`src/rtl/apb4_regbank.sv`:
```
// APB4 completer register bank: RW control words, RO status words, wait states.
// Optional macro APB_REGBANK_PPROT_EN rejects unprivileged writes to RW words.
module apb4_regbank #(
    parameter int DW     = 32,
    parameter int AW     = 12,
    parameter int RW_NUM = 8,
    parameter int RO_NUM = 4,
    parameter int WAIT   = 0
) (
    input  logic                 clk,
    input  logic                 rstn,
    input  logic                 PSEL,
    input  logic                 PENABLE,
    input  logic [AW-1:0]        PADDR,
    input  logic                 PWRITE,
    input  logic [DW-1:0]        PWDATA,
    input  logic [DW/8-1:0]      PSTRB,
    input  logic [2:0]           PPROT,
    output logic [DW-1:0]        PRDATA,
    output logic                 PREADY,
    output logic                 PSLVERR,
    output logic [RW_NUM*DW-1:0] reg_dout,
    input  logic [RO_NUM*DW-1:0] reg_din,
    output logic [RW_NUM-1:0]    wr_pulse,
    output logic [RO_NUM-1:0]    rd_pulse
);
    localparam int SW = DW / 8;
    localparam int IW = AW - 2;
    localparam logic [IW-1:0] N_RW  = IW'(RW_NUM);
    localparam logic [IW-1:0] N_ALL = IW'(RW_NUM + RO_NUM);

    typedef enum logic {IDLE, ACCESS} state_t;

    state_t              state;
    logic [3:0]          cnt;
    logic [IW-1:0]       idx_q;
    logic                wr_q;
    logic                err_q;
    logic [DW-1:0]       rdata_q;
    logic [RW_NUM*DW-1:0] regs_q;

    logic [IW-1:0] idx;
    logic          err_d;
    logic [DW-1:0] rdata_d;
    logic          setup;
    logic          done;
    logic          unused;

    assign idx    = PADDR[AW-1:2];
    assign setup  = (state == IDLE) && PSEL && !PENABLE;
    assign done   = (state == ACCESS) && PSEL && (cnt == 4'd0);
    assign unused = ^{PPROT, PADDR[1:0]};

    always_comb begin
        rdata_d = '0;
        for (int j = 0; j < RW_NUM; j++)
            if (idx == IW'(j)) rdata_d = regs_q[j*DW +: DW];
        for (int k = 0; k < RO_NUM; k++)
            if (idx == IW'(RW_NUM + k)) rdata_d = reg_din[k*DW +: DW];
    end

    always_comb begin
        err_d = (idx >= N_ALL) || (PWRITE && (idx >= N_RW));
`ifdef APB_REGBANK_PPROT_EN
        if (PWRITE && (idx < N_RW) && !PPROT[0]) err_d = 1'b1;
`endif
    end

    always_ff @(posedge clk or negedge rstn) begin
        if (!rstn) begin
            state   <= IDLE;
            cnt     <= '0;
            idx_q   <= '0;
            wr_q    <= 1'b0;
            err_q   <= 1'b0;
            rdata_q <= '0;
        end else begin
            unique case (state)
                IDLE: if (setup) begin
                    state   <= ACCESS;
                    cnt     <= 4'(WAIT);
                    idx_q   <= idx;
                    wr_q    <= PWRITE;
                    err_q   <= err_d;
                    rdata_q <= rdata_d;
                end
                ACCESS: begin
                    if (!PSEL)               state <= IDLE;
                    else if (cnt != 4'd0)    cnt   <= cnt - 4'd1;
                    else                     state <= IDLE;
                end
                default: state <= IDLE;
            endcase
        end
    end

    // Write data and strobes are taken from the bus at the completion edge.
    always_ff @(posedge clk or negedge rstn) begin
        if (!rstn) begin
            regs_q   <= '0;
            wr_pulse <= '0;
            rd_pulse <= '0;
        end else begin
            wr_pulse <= '0;
            rd_pulse <= '0;
            if (done && !err_q) begin
                for (int j = 0; j < RW_NUM; j++) begin
                    if (wr_q && (idx_q == IW'(j))) begin
                        wr_pulse[j] <= 1'b1;
                        for (int b = 0; b < SW; b++)
                            if (PSTRB[b])
                                regs_q[j*DW+b*8 +: 8] <= PWDATA[b*8 +: 8];
                    end
                end
                for (int k = 0; k < RO_NUM; k++)
                    if (!wr_q && (idx_q == IW'(RW_NUM + k)))
                        rd_pulse[k] <= 1'b1;
            end
        end
    end

    assign PREADY   = (state == ACCESS) && (cnt == 4'd0);
    assign PSLVERR  = PREADY && err_q;
    assign PRDATA   = (PREADY && !err_q && !wr_q) ? rdata_q : '0;
    assign reg_dout = regs_q;

endmodule

```
`config.mk`:
```
export PLATFORM = sky130hd
export DESIGN_NAME = apb4_regbank
export DESIGN_NICKNAME = d
export VERILOG_FILES = /design/src/rtl/apb4_regbank.sv
export SDC_FILE = /design/constraint.sdc
export NUM_CORES = 1
export LEC_CHECK = 0
export CAP_MARGIN = 20
export CELL_PAD_IN_SITES_DETAIL_PLACEMENT = 1
export CELL_PAD_IN_SITES_GLOBAL_PLACEMENT = 2
export CORE_AREA = 2 2 154 268
export CTS_BUF_LIST = sky130_fd_sc_hd__clkbuf_16
export CTS_CLUSTER_DIAMETER = 120
export CTS_CLUSTER_SIZE = 30
export DETAILED_ROUTE_END_ITERATION = 7
export DIE_AREA = 0 0 156 270
export DONT_BUFFER_PORTS = 1
export GPL_TIMING_DRIVEN = 0
export MAX_ROUTING_LAYER = met4
export PLACE_DENSITY = 0.91
export SLEW_MARGIN = 20
export SYNTH_ARGS = -nofsm -noshare
export SYNTH_HDL_FRONTEND = slang
export SYNTH_SLANG_ARGS = --single-unit
```
`constraint.sdc`:
```
create_clock -name clk -period 2.5 [get_ports clk]
set_input_delay 0.625 -clock clk [delete_from_list [all_inputs] [get_ports clk]]
set_output_delay 0.625 -clock clk [all_outputs]
set_load 0.01 [all_outputs]
```
=== Word-level counts from Yosys, hierarchy flattened ===
Index checks and enable logic that the tools add are counted.
Widths: inputs -> output; s select.

* Logic and storage cells: 168
* Input bits: 184
* Bits in registers: 317

* Order comparisons: 2
* Bitwise operators: 1
* Muxes and demuxes: 35
* Reductions and logical operators: 64
* Add/sub/neg operators: 1
* Equality and inequality tests: 25

{| class="wikitable"
|+ Operator list
! cell !! number
|-
| $mux 32 || 13
|-
| $reduce_and 3->1 || 33
|-
| $eq 10x3->1 const B || 8
|-
| $eq 10x4->1 const B || 8
|-
| $eq 10x2->1 const B || 4
|-
| $logic_and 1x1->1 || 22
|-
| $eq 10x1->1 const B || 2
|-
| $ge 10x4->1 const B || 2
|-
| $logic_not 10->1 || 2
|-
| $mux 4 || 4
|-
| $mux 1 || 15
|-
| $mux 8 || 1
|-
| $pmux 4 s2 || 1
|-
| $logic_not 4->1 || 1
|-
| $ne 2x2->1 const B || 2
|-
| $reduce_bool 4->1 || 1
|-
| $sub 4x1->4 const B || 1
|-
| $logic_not 1->1 || 3
|-
| $ne 2x1->1 const B || 1
|-
| $pmux 1 s2 || 1
|-
| $reduce_and 2->1 || 1
|-
| $logic_or 1x1->1 || 1
|-
| $not 1->1 || 1
|}

=== Logic depth before layout (Yosys ltp) ===
Gate-level depths: netlist of run 1.

* Depth in word-level cells: 13
* Mapped depth: 9

=== Worst setup path after synthesis of run 1 ===
Ideal clock, no wire load.

* Path kind: input port to flip-flop
* Start: in PADDR[7]
* End: reg rdata_q[24]
* Data arrival time: 2.305 ns
* Stages on the path: 7
* Slack: 0.117 ns
* Required time: 2.423 ns
* Cells stage by stage: or4_4 buf_6 nor3_4 a21oi_1 a22o_1 a221o_1 a21oi_1

* Cells in the longest elaborated chain, start to end: 13
* Elaborated cells between the ends (all ways): 24
* Those cells by class: 11 x eq/ne; 12 x mux; 1 x reduce/logical

{| class="wikitable"
|+ Ends and longest elaborated chain
! what !! RTL line !! text
|-
| start: declaration || 14 || <nowiki>input logic [AW-1:0] PADDR,</nowiki>
|-
| $logic_not 10->1 || 57 || <nowiki>if (idx == IW'(j)) rdata_d = regs_q[j*DW +: DW];</nowiki>
|-
| $mux 32 (8 in a row) || 57 ||
|-
| $mux 32 (3 in a row) || 59 || <nowiki>if (idx == IW'(RW_NUM + k)) rdata_d = reg_din[k*DW +: DW];</nowiki>
|-
| $mux 32 * || 59 ||
|-
| end signal: assignment || 85 || <nowiki>rdata_q <= rdata_d;</nowiki>
|-
| end: declaration || 39 || <nowiki>logic [DW-1:0] rdata_q;</nowiki>
|}

Mark *: on every way between the ends. The rest lies on a longest branch, timed or not.
A chain may end at the register's enable or synchronous reset.

=== Worst setup path after layout of run 1 ===
* Start: reg cnt[0]
* End: out PRDATA[15]

* Cells in the longest elaborated chain, start to end: 5

{| class="wikitable"
|+ Ends and longest elaborated chain
! what !! RTL line !! text
|-
| start: declaration || 35 || <nowiki>logic [3:0] cnt;</nowiki>
|-
| start signal: assignment || 81 || <nowiki>cnt <= 4'(WAIT);</nowiki>
|-
| start signal: assignment || 89 || <nowiki>else if (cnt != 4'd0) cnt <= cnt - 4'd1;</nowiki>
|-
| $logic_not 4->1 || 122 || <nowiki>assign PREADY = (state == ACCESS) && (cnt == 4'd0);</nowiki>
|-
| $logic_and 1x1->1 || 122 ||
|-
| $logic_and 1x1->1 (2 in a row) || 124 || <nowiki>assign PRDATA = (PREADY && !err_q && !wr_q) ? rdata_q : '0;</nowiki>
|-
| $mux 32 || 124 ||
|-
| end: declaration || 19 || <nowiki>output logic [DW-1:0] PRDATA,</nowiki>
|}

No other way between the ends.

==> results.toml, run 1 <==
[outcome]
status = "finished, violations left"
violations = "negative hold slack, negative setup slack"

[global_routing]
overflow = 0
grt_pass1_wl_um = 106800
grt_pass1_vias = 14090
grt_usage = 0.3710
grt_max_degree = 318
antenna_found_initial = 7

[synth]
synth_top_area_cell = "dfrtp_1"
synth_top_area_frac = 0.5028
yosys.cell_types.count = 61
synth_area_per_cell_um2 = 11.33
synth_flop_cell = "dfrtp_1"
ys_warn_count = 0
synthTopCellsByCount = "dfrtp_1, mux2_2, o21ai_0"
synth-async-reset-ratio = 1.000
synthesis.nets = 1577
synth.most_common_cell = "dfrtp_1"
synth_area_um2 = 15780
synth_cells = 1392
yosysSeqAreaShare = 0.5028
yosys-top-cells-area = "dfrtp_1, mux2_2, o21ai_0, nand2_1, a21oi_1"
yosys_register_bits = 317
synth-edff-count = 0

[clock_tree]
htree_levels = 1
clockRootBuffer = "clkbuf_16"
cts.clk_slew.worst_paths_ns = 0.12
clock_latency_ns = 0.55
clk_path_buf_depth = 3
clock_sinks = 317
numCtsBuffers = 14
cts_tree = "done"

[worst_setup_path]
worst-path-stages = 8
critPathKind = "reg2out"
crit_path_max_fanout = 7
r2r-end = "reg_dout[75]"
cp_slowest_cell = "dfrtp_1"
cp_cell_sequence = "inv_1, ha_2, nor3b_4, nand2_2, nor2_4, buf_12, clkbuf_16, and2_4"
required_ns = 1.88
worst-path-buf-inv = 3
max_stage_delay_ns = 0.40
r2r_cells = 11
critPathTopFamily = "simple AND/OR/NAND/NOR gates"
start_kind = "register"
r2r_start = "cnt[0]"
end_kind = "output port"
cp.arrival_ns = 2.09
ff2ff_setup_slack_ns = -0.17

[layout]
finalNonFillerCells = 1946
num-nets-final = 1630
drive_gt1_frac = 0.3543
area_growth_pct = 13.65
n_fill_cell = 4247

[route]
postRouteAntennaNets = 0
firstDrtPassIters = 5
wl_um = 77400
drt_iter0_drc = 808
via_per_inst = 6.705
drc = 0
via_count = 13050
wire_per_inst_um = 39.78

[timing]
maxSlewViolCount = 0
holdWs_ns = -0.2017
grt_setup_unrepaired = "yes"
setup_tns_ns = -18.91
finalSetupViolCount = 209
hold_viol_final = 317
final.period_utilization = 1.086
tightest_slew_ns = 1.070
finalClockSkew_ns = 0.03969
max_freq_mhz = 368.5
fin_crit_ns = 2.714
setup_ws_ns = -0.2139
slew_headroom = 0.2870

[die]
dieArea_um2 = 42120
start_util = 0.3951
fp-row-count = 97
die_height_um = 270
die_w_um = 156
num_io_pins = 486
coreArea_um2 = 39930

[place]
detailed_place_hpwl_um = 59240
dp_cells = 1887
gp_congestion = 1.010
place_ws_ns = -1.736
port_buffers = 0

[power_and_ir_drop]
leakage_nw = 8.519
powerDensity_nw_per_um2 = 504.7
ir_drop_mv = 0.4077
finalPower_mw = 9.049

[flow_run]
maxCapViolations = 0

[hold_path]
hp-class = "in2async"
==> layout make-up <==
class	instances	area (um2)	share of cell area
Tap cell	495	619.3	0.03454
Sequential cell	317	7933	0.4424
Buffer	83	455.4	0.02540
Clock buffer	15	375.4	0.02094
Inverter	6	22.52	0.001256
Antenna cell	6	15.01	0.0008374
Clock inverter	1	16.27	0.0009072
Multi-Input combinational cell	986	8100	0.4518
Timing Repair Buffer	37	392.9	0.02191
==> repair_timing <==
action                     4_1_cts  5_1_grt
hold endpoints to repair       317      317
resized for setup              182       34
pin swaps                       24       12
gates cloned                     3        0
setup endpoints to repair      323      313
setup buffers                   24       10
==> how the worst max path moves through the flow <==
stage / start / to / slack (ns)
2_1_floorplan: PADDR[7] / rdata_q[24] / 0.12
3_3_place_gp: PADDR[7] / rdata_q[14] / -1.85
3_5_place_dp: PADDR[2] / rdata_q[31] / -1.74
4_1_cts: cnt[0] / PRDATA[17] / -0.22
5_1_grt: cnt[0] / PRDATA[15] / -0.29
6_report: cnt[0] / PRDATA[15] / -0.21
==> through the flow <==
stage / utilization / cell area [um2]
floorplan: - / 15780
global placement: 0.4106 / 16400
detailed placement: 0.4111 / 16410
CTS: 0.4439 / 17720
global route: 0.4490 / 17930
finish: 0.4490 / 17930
==> where the power goes <==
part / leakage (nW) / internal, mW / switching [mW]
clock network: 0.192 / 1.10 / 1.73
logic: 3.94 / 0.347 / 0.525
registers: 4.38 / 5.24 / 0.105
total: 8.52 / 6.69 / 2.36
==> registers in the layout, indices dropped and copies added (netlist names) <==
name / cells
state: 1
wr_q: 1
rd_pulse: 4
wr_pulse: 8
err_q: 1
rdata_q: 32
idx_q: 10
reg_dout: 256
cnt: 4
==> routing by layer <==
layer | wire [um] | vias to the layer above | GRT usage
li1 | - | 5253 | -
met1 | 24920 | 6792 | 0.3583
met2 | 39350 | 728 | 0.6386
met3 | 6267 | 275 | 0.1038
met4 | 6869 | 0 | 0.2477
met5 | 0 | - | -
==> cell families (layout without fill, tap and decap cells) <==
logic type	after synthesis	in the layout	synth area share
AOI/OAI and AO/OA	392	392	0.1589
DFF	317	317	0.5028
muxes	314	314	0.2294
and+or+nand+nor	277	277	0.08351
buffers and inverters	89	142	0.02348
xor gates and xnor gates	2	2	0.001111
adders and majority gates	1	1	0.0007930
other	0	6	0
==> cells in the final DEF (no fill, tap or decap), types with 7 or more instances in the layout <==
cell	count
nor3_1	7
buf_12	8
a21oi_1	67
clkbuf_1	34
o21ai_1	12
mux2i_1	23
buf_4	31
o22ai_1	28
nand2_2	7
buf_2	18
a21o_1	18
a221oi_1	11
clkbuf_16	16
a211o_1	18
mux2_2	280
nand2_4	27
a22oi_1	35
and2_4	33
a211oi_1	8
a211oi_2	11
dfrtp_1	317
a22o_1	23
clkbuf_2	12
o21ai_0	119
mux4_2	10
nand2_1	77
nor2_1	68
nor2_4	9
(Power assumes the default switching activity.)
==> inputs of run 2 (changes only) <==
--- a/config.mk
+++ b/config.mk
@@ -18,6 +18,7 @@
 export GPL_TIMING_DRIVEN = 0
 export MAX_ROUTING_LAYER = met4
 export PLACE_DENSITY = 0.91
+export REMOVE_ABC_BUFFERS = 1
 export SLEW_MARGIN = 20
 export SYNTH_ARGS = -nofsm -noshare
 export SYNTH_HDL_FRONTEND = slang
==> run 2 against run 1 <==
Fmax down 2.1%. Clock-buffer cell count is the same. Non-clock buffer count fell by 58. Utilization shrank 0.35 points. Clock power about the same. Critical path depth up 1. Wire length down 9.9%. The flow finishes with violations (negative hold slack, max-slew violations, negative setup slack). Die area unchanged. Design area decreased by 0.79%. Power decreased by 1.5%. Via count is 1.4% lower.
==> results.toml, run 2 (synthesis results as in run 1) <==
[timing]
max_freq_mhz = 360.9
tightest_slew_ns = 1.836
grt_setup_unrepaired = "yes"
hold_viol_final = 69
final.period_utilization = 1.108
setup_tns_ns = -6.180
slew_headroom = -0.2237
setup_ws_ns = -0.2709
holdWs_ns = -0.2182
maxSlewViolCount = 129
finalSetupViolCount = 47
fin_crit_ns = 2.771
finalClockSkew_ns = 0.03445

[layout]
num-nets-final = 1572
final_cell_mix = "dfrtp_1, mux2_2, o21ai_0"
n_fill_cell = 4159
drive_gt1_frac = 0.3453
final_util = 0.4455
design_area_um2 = 17790
largest_register_ff_count = 256
final_common_cell = "dfrtp_1"
finalNonFillerCells = 1883
area_growth_pct = 12.75

[route]
firstDrtPassIters = 5
postRouteAntennaNets = 0
drt_iter0_drc = 997
drc = 0
via_per_inst = 6.833
wl_um = 69750
via_count = 12870
wire_per_inst_um = 37.04

[clock_tree]
clock_sinks = 317
numCtsBuffers = 14
cts.clk_slew.worst_paths_ns = 0.12
htree_levels = 1
clk_path_buf_depth = 3
clock_latency_ns = 0.53
cts_tree = "done"
clockRootBuffer = "clkbuf_16"

[worst_setup_path]
crit_top_cell = "buf_12"
crit_path_max_fanout = 5
cp.arrival_ns = 2.15
start_kind = "register"
max_stage_delay_ns = 0.40
cp_cell_sequence = "inv_1, ha_2, nor3b_4, nand2_2, nor2_4, buf_12, buf_12, buf_16, and2_4"
end_kind = "output port"
cp_slowest_cell = "dfrtp_1"
required_ns = 1.88
critPathKind = "reg2out"

[outcome]
status = "finished, violations left"
violations = "negative hold slack, max-slew violations, negative setup slack"

[global_routing]
overflow = 0
grt_max_degree = 318
grt_pass1_wl_um = 98690
grt_usage = 0.3328
antenna_found_initial = 0
grt_pass1_vias = 13680

[place]
gp_congestion = 0.9407
dp_cells = 1829
place_ws_ns = -1.270
placed_area_um2 = 16600
detailed_place_hpwl_um = 48730
port_buffers = 0

[die]
coreArea_um2 = 39930
dieArea_um2 = 42120
start_util = 0.3951
num_io_pins = 486
die_w_um = 156
fp-row-count = 97
die_height_um = 270

[hold_path]
hp-class = "in2async"

[power_and_ir_drop]
finalPower_mw = 8.914
leakage_nw = 8.408
ir_drop_mv = 0.5256
powerDensity_nw_per_um2 = 501.1

[flow_run]
maxCapViolations = 0
[run 2: path summary, 6_finish.rpt]
| path | startpoint | endpoint | slack (ns) | cells after the start |
|---|---|---|---|---|
| min | rstn | cnt[0] | -0.22 | 0 |
| max reg2reg | cnt[0] | reg_dout[79] | -0.04 | 12 |
| min reg2reg | idx_q[4] | idx_q[4] | 0.50 | 2 |
| max | cnt[0] | PRDATA[2] | -0.27 | 9 |
| max in group asynchronous | rstn | reg_dout[124] | 1.24 | 0 |
| min in group clk | PADDR[11] | idx_q[9] | 0.19 | 2 |
[run 2: where the power goes]
part | switching, mW | leakage (nW) | total [mW] | internal [mW]
clock | 1.71 | 0.192 | 2.82 | 1.10
combinational | 0.394 | 3.83 | 0.745 | 0.351
sequential | 0.118 | 4.38 | 5.35 | 5.24
[run 2: cell type report]
cell class	count	area, um2	share of cell area
inverters	6	22.52	0.001266
multi-input cells	986	7980	0.4486
flip-flops and latches	317	7933	0.4459
well taps	495	619.3	0.03482
clock buffers	15	375.4	0.02110
diodes	1	2.502	0.0001407
clock inverters	1	16.27	0.0009144
repair buffers	62	839.6	0.04720
[run 2: routing by layer]
metal,GRT usage,part of all wire
met1,0.3596,0.35
met2,0.5717,0.51
met3,0.07317,0.076
met4,0.1659,0.057
met5,-,0
[run 2: what timing repair did]
action                                  4_1_cts  5_1_grt
pin swaps                                    39        6
resized for setup                           114        6
gates cloned                                  3        0
endpoints found under the hold margin       317      317
buffers inserted                             30        7
endpoints found under the setup margin      319      289
[run 2: critical path: cells and delay by family, from the launching register on]
| family | cells | cell delay (ns) |
|---|---|---|
| fa+ha+maj | 1 | 0.17 |
| buf+inv | 4 | 0.43 |
| simple gates | 4 | 0.60 |
| flops | 1 | 0.40 |
==> patch 1: new RTL, flow settings as in run 2 <==
Change the parameter `DW` from 32 to 40.
--- a/src/rtl/apb4_regbank.sv
+++ b/src/rtl/apb4_regbank.sv
@@ -1,7 +1,7 @@
 // APB4 completer register bank: RW control words, RO status words, wait states.
 // Optional macro APB_REGBANK_PPROT_EN rejects unprivileged writes to RW words.
 module apb4_regbank #(
-    parameter int DW     = 32,
+    parameter int DW     = 40,
     parameter int AW     = 12,
     parameter int RW_NUM = 8,
     parameter int RO_NUM = 4,
Interface: changed (5 resized); port bits go from 486 to 599. No check against the original RTL was run, so the function may have changed too.
==> patch 1 against run 2 <==
The flow finishes with violations (negative hold slack, negative setup slack). Global-route usage grew 8.0 points. Synthesized area is 21% higher. Wire length grew 24%. Die area is the same. Utilization grew 9.0 points. Design area increased by 20%. Setup slack got worse by 17 ps. First-iteration DRC count grew 34%. Sequential cell count is 72 higher. Register-to-register slack gained 100 ps. Total power up 23%. Synthesized cell count increased by 18%. Count of clock-buffer cells in the layout rose by 2. Largest cell class is now registers. Highest routed layer unchanged.
==> patch 1: results (changes against run 2) <==
[metrics] met2 global-route usage: 67.8% (+11 points)
[metrics] initial antenna violation count: 7 (+7)
[metrics] clock transition time at the flip-flop clock pins of the worst setup and hold paths: 110 ps
[metrics] GR met3 Demand/Resource: 11.5% (+4.2 points)
[metrics] area share of fa/ha/maj cells after synthesis: 0.0653% (-0.014 points)
[metrics] endpoints failing hold: 255 (+270%)
[metrics] Commonest cells post-synth: 389 x dfrtp_1, 335 x mux2_2, 148 x nand2_1, 100 x nor2_1, 77 x o21ai_0
[metrics] overall track demand over capacity in global routing: 41.3% (+8.0 points)
[metrics] portion of netlist area occupied by mux cells: 24.6% (+1.7 points)
[metrics] register area share after synthesis: 50.8% (+0.55 points)
[metrics] Post-layout nets: 1,873 (+19%)
[metrics] Max IR drop VDD: 0.000587 V (+12%)
[metrics] wire length of the first global-routing pass: 120,000 microns (+22%)
[metrics] Worst slew margin: 21.4% (+44 points)
[metrics] post-CTS setup buffers: 44 (+47%)
[metrics] distinct cell type count of the synthesized netlist: 66 (+8.2%)
[metrics] vias in the first global route: 16,400 (+20%)
[metrics] Clock Path Buffers: 3 (unchanged)
[metrics] Post-Place Setup Slack: -1120 ps (+148 ps)
[metrics] final-layout worst hold slack: -234 ps (-15.3 ps)
[metrics] Post-Route Setup TNS: -8490 ps (-2310 ps)
[metrics] largest fanout of any net on the critical path: 7 (+2)
[metrics] overall routed net length: 86,700 microns (+24%)
[metrics] clock latency on the worst-skew pair: 560 ps (+30 ps)
[metrics] endpoints failing setup: 40 (-15%)
[metrics] flip-flop count of the largest register after layout: 320 (+25%)
[metrics] top routing layer used: met4
[metrics] maximum number of pins on one net before global-route repair: 390 (+23%)
[metrics] TritonCTS buffer count: 16 (+2)
[metrics] met3 layer wire length in the routed design: 8140 microns (+53%)
[metrics] Routed met1 length: 29,000 microns (+17%)
[metrics] XOR/XNOR share of the synthesized area: 0.0915% (-0.020 points)
[metrics] fill count: 4,087 (-1.7%)
[metrics] Final Wtd Congestion: 0.925 (-1.7%)
[metrics] violations in the final reports: negative hold slack, negative setup slack
[metrics] via density per instance: 7.24 (+6.0%)
[metrics] final setup skew: 28.2 ps (-6.26 ps)
[metrics] fraction of the mapped netlist area in compound gates: 12.3% (-3.6 points)
[metrics] status: finished with violations
[metrics] count of routing violations after the opening detailed-route iteration: 1,332 (+34%)
[metrics] static leakage: 9.88 nW (+18%)
[metrics] FFs w/ async S/R, synth: 100% (unchanged)
[metrics] count of placed standard cells in the final layout, fillers left out: 2,148 (+14%)
[metrics] HPWL after detailed placement: 60,900 microns (+25%)
[metrics] standard cell area after detailed placement: 19,900 sq um (+20%)
[metrics] Synth Instances: 1,639 (+18%)
[metrics] Resized Gates After CTS: 128 (+12%)
[metrics] Routed met2 length: 42,800 microns (+20%)
[metrics] Pre-antenna DRT Iters: 5 (unchanged)
[metrics] share of layout cells above drive strength 1: 36.4% (+1.9 points)
[metrics] top area cells in the synthesized netlist: dfrtp_1 51%, mux2_2 20%, mux4_2 2.9%
[metrics] crit path setup slack, layout: -288 ps (-17.0 ps)
[metrics] Global Route met1 Usage: 43.5% (+7.5 points)
-- patch 1: cell count changes in the layout (fill, tap and decap cells not counted), sizes merged, moves of 17 or more --
| cell | run 2 | this run |
|---|---|---|
| a211o | 18 | 0 |
| a21o | 18 | 1 |
| a221oi | 11 | 31 |
| buf | 62 | 88 |
| dfrtp | 317 | 389 |
| mux2 | 281 | 341 |
| nand2 | 111 | 149 |
| nor2 | 82 | 103 |
| nor3 | 12 | 32 |
| o21ai | 132 | 80 |
| o22ai | 33 | 57 |
-- patch 1: area by class of cell --
class | count | area, sq um | share of cell area [%]
clock buffer | 17 | 425 | 1.99
tap | 495 | 619 | 2.90
inverter | 11 | 41.3 | 0.193
clock inverter | 1 | 3.75 | 0.0176
timing repair buffer | 90 | 1060 | 4.96
sequential | 389 | 9730 | 45.5
multi-input combinational | 1139 | 9480 | 44.4
antenna | 6 | 15.0 | 0.0702
-- patch 1: power breakdown --
group	total (mW)	switching [mW]	leakage, nW	internal (mW)
clock	3.26	2.02	0.215	1.24
combinational	1.02	0.551	4.31	0.473
sequential	6.65	0.191	5.35	6.46
total	10.9	2.76	9.88	8.17
-- patch 1: worst paths after layout --
| kind | start | to | slack (ps) | cells after the start |
|---|---|---|---|---|
| setup / recovery | cnt[1]$_DFFE_PN0P_ | PRDATA[25] | -290 | 8 |
| hold / removal | rstn | rdata_q[23]$_DFFE_PN0P_ | -230 | 0 |
| setup reg to reg | cnt[1]$_DFFE_PN0P_ | reg_dout[275]$_DFFE_PN0P_ | 60 | 11 |
| hold reg to reg | rdata_q[33]$_DFFE_PN0P_ | rdata_q[33]$_DFFE_PN0P_ | 500 | 2 |
| max in group asynchronous | rstn | reg_dout[69]$_DFFE_PN0P_ | 1770 | 0 |
| min in group clk | PADDR[9] | idx_q[7]$_DFFE_PN0P_ | 190 | 2 |
==> patch 2: new RTL, config.mk and constraints of run 2 <==
Without the edit above. Register the output `PSLVERR`, cleared by the reset; this adds one clock of latency there. The other outputs are not delayed to match.
--- a/src/rtl/apb4_regbank.sv
+++ b/src/rtl/apb4_regbank.sv
@@ -120,7 +120,13 @@
     end
 
     assign PREADY   = (state == ACCESS) && (cnt == 4'd0);
-    assign PSLVERR  = PREADY && err_q;
+    always_ff @(posedge clk or negedge rstn) begin
+        if (!rstn) begin
+            PSLVERR <= '0;
+        end else begin
+            PSLVERR <= PREADY && err_q;
+        end
+    end
     assign PRDATA   = (PREADY && !err_q && !wr_q) ? rdata_q : '0;
     assign reg_dout = regs_q;
 
Behaviour: not the same (Yosys sat finds a counterexample within 4 cycles, from zero or initial values and one cycle with rstn low).
==> patch 2 against run 2 <==
The run ends with negative hold slack, negative setup slack left. Critical path depth down 1. Total power about the same. Synthesized area grew 2.0%. Maximum frequency shrank 3.7%. Wire length decreased by 0.16%. Setup slack worse by 110 ps. Design area up 0.78%. Sequential share of layout area shrank 0.21 points. Sequential cell count is 1 higher.
==> patch 2: results (changes against run 2) <==
[metrics] power per unit of standard cell area: 498 nW/um^2 (-0.71%)
[metrics] count of placed standard cells in the final layout, fillers left out: 1,862 (-1.1%)
[metrics] top area cells in the synthesized netlist: dfrtp_1 49%, mux2_2 18%, mux4_2 2.7%
[metrics] final setup skew: 33.8 ps (-0.606 ps)
[metrics] violations in the final reports: negative hold slack, negative setup slack
[metrics] count of routing violations after the opening detailed-route iteration: 959 (-3.8%)
[metrics] HPWL after detailed placement: 48,600 microns (-0.25%)
[metrics] endpoints failing hold: 318 (+360%)
[metrics] status: finished with violations
[metrics] maximum number of pins on one net before global-route repair: 319 (+0.31%)
[metrics] static leakage: 8.21 nW (-2.3%)
[metrics] Post-Place Setup Slack: -1010 ps (+262 ps)
[metrics] distinct cell type count of the synthesized netlist: 70 (+15%)
[metrics] endpoints failing setup: 74 (+57%)
[metrics] r2r startpoint: state$_DFF_PN0_
[metrics] Post-Syn Area per Cell: 11.6 sq um (+2.5%)
[metrics] #MultiIn Comb: 977 (-0.91%)
[metrics] crit path setup slack, layout: -378 ps (-107 ps)
[metrics] final-layout worst hold slack: -237 ps (-18.7 ps)
[metrics] Post-Route Setup TNS: -13,180 ps (-7000 ps)
[metrics] initial antenna violation count: 3 (+3)
[metrics] Global Route met1 Usage: 36.1% (+0.15 points)
[metrics] share of layout cells above drive strength 1: 33.9% (-0.62 points)
[metrics] FF+latch count, synth: 318 (+0.32%)
[metrics] clock tree cell share of total cell area: 2.18% (-0.017 points)
[metrics] fill count: 4,171 (+0.29%)
[metrics] arrival time at the worst endpoint: 2250 ps (+100 ps)
[metrics] non-clock buffer contribution to total cell area: 3.91% (-0.81 points)
[metrics] worst reg2reg path depth: 6 (-6)
[metrics] Commonest cells post-synth: 318 x dfrtp_1, 257 x mux2_2, 100 x nand2_1, 84 x nor2_1, 66 x a21oi_1
==> patch 2: kinds of logic (layout without fill, tap and decap cells) <==
kind of cell             Yosys count  in the layout  share of synthesized area, %
other                              0              2                             0
flip-flops                       318            318                          49.4
XOR/XNOR                           3              3                         0.163
buffers and inverters             90             70                          2.27
adder cells (fa/ha/maj)            1              1                        0.0777
multiplexers                     300            300                          22.2
AND/OR/NAND/NOR                  361            361                          12.5
AO/OA/AOI/OAI                    312            312                          13.3
==> patch 2: worst max path at each step <==
stage / start / endpoint
6_report: cnt[0]$_DFFE_PN0P_ / PRDATA[0]
3_3_place_gp: PENABLE / rdata_q[21]$_DFFE_PN0P_
2_1_floorplan: PENABLE / rdata_q[21]$_DFFE_PN0P_
3_5_place_dp: PADDR[7] / rdata_q[31]$_DFFE_PN0P_
4_1_cts: cnt[1]$_DFFE_PN0P_ / PRDATA[7]
5_1_grt: cnt[1]$_DFFE_PN0P_ / PRDATA[0]
==> patch 2: power breakdown <==
group,leakage [nW],internal [mW],switching [mW]
Sequential,4.41,5.24,0.0990
Combinational,3.61,0.315,0.444
Clock,0.192,1.10,1.72
==> patch 2: what timing repair did <==
action,CTS,global route
endpoints found under the hold margin,318,318
cloned,3,1
pin swaps,30,16
resized for setup,82,12
endpoints found under the setup margin,318,306
buffers inserted,20,3
==> patch 2: layer usage <==
layer / wire length [microns] / vias to the layer above
li1: - / 5079
met1: 24100 / 6732
met2: 35300 / 751
met3: 5680 / 197
met4: 4580 / 0
met5: 0 / -
==> patch 2: worst register-to-register path, cell delays in order, from the launching register on <==
cell	delay, ps
dfrtp_1	470
nor3b_2	530
buf_4	320
buf_4	270
nand3_4	330
o41a_1	540
o31ai_1	100
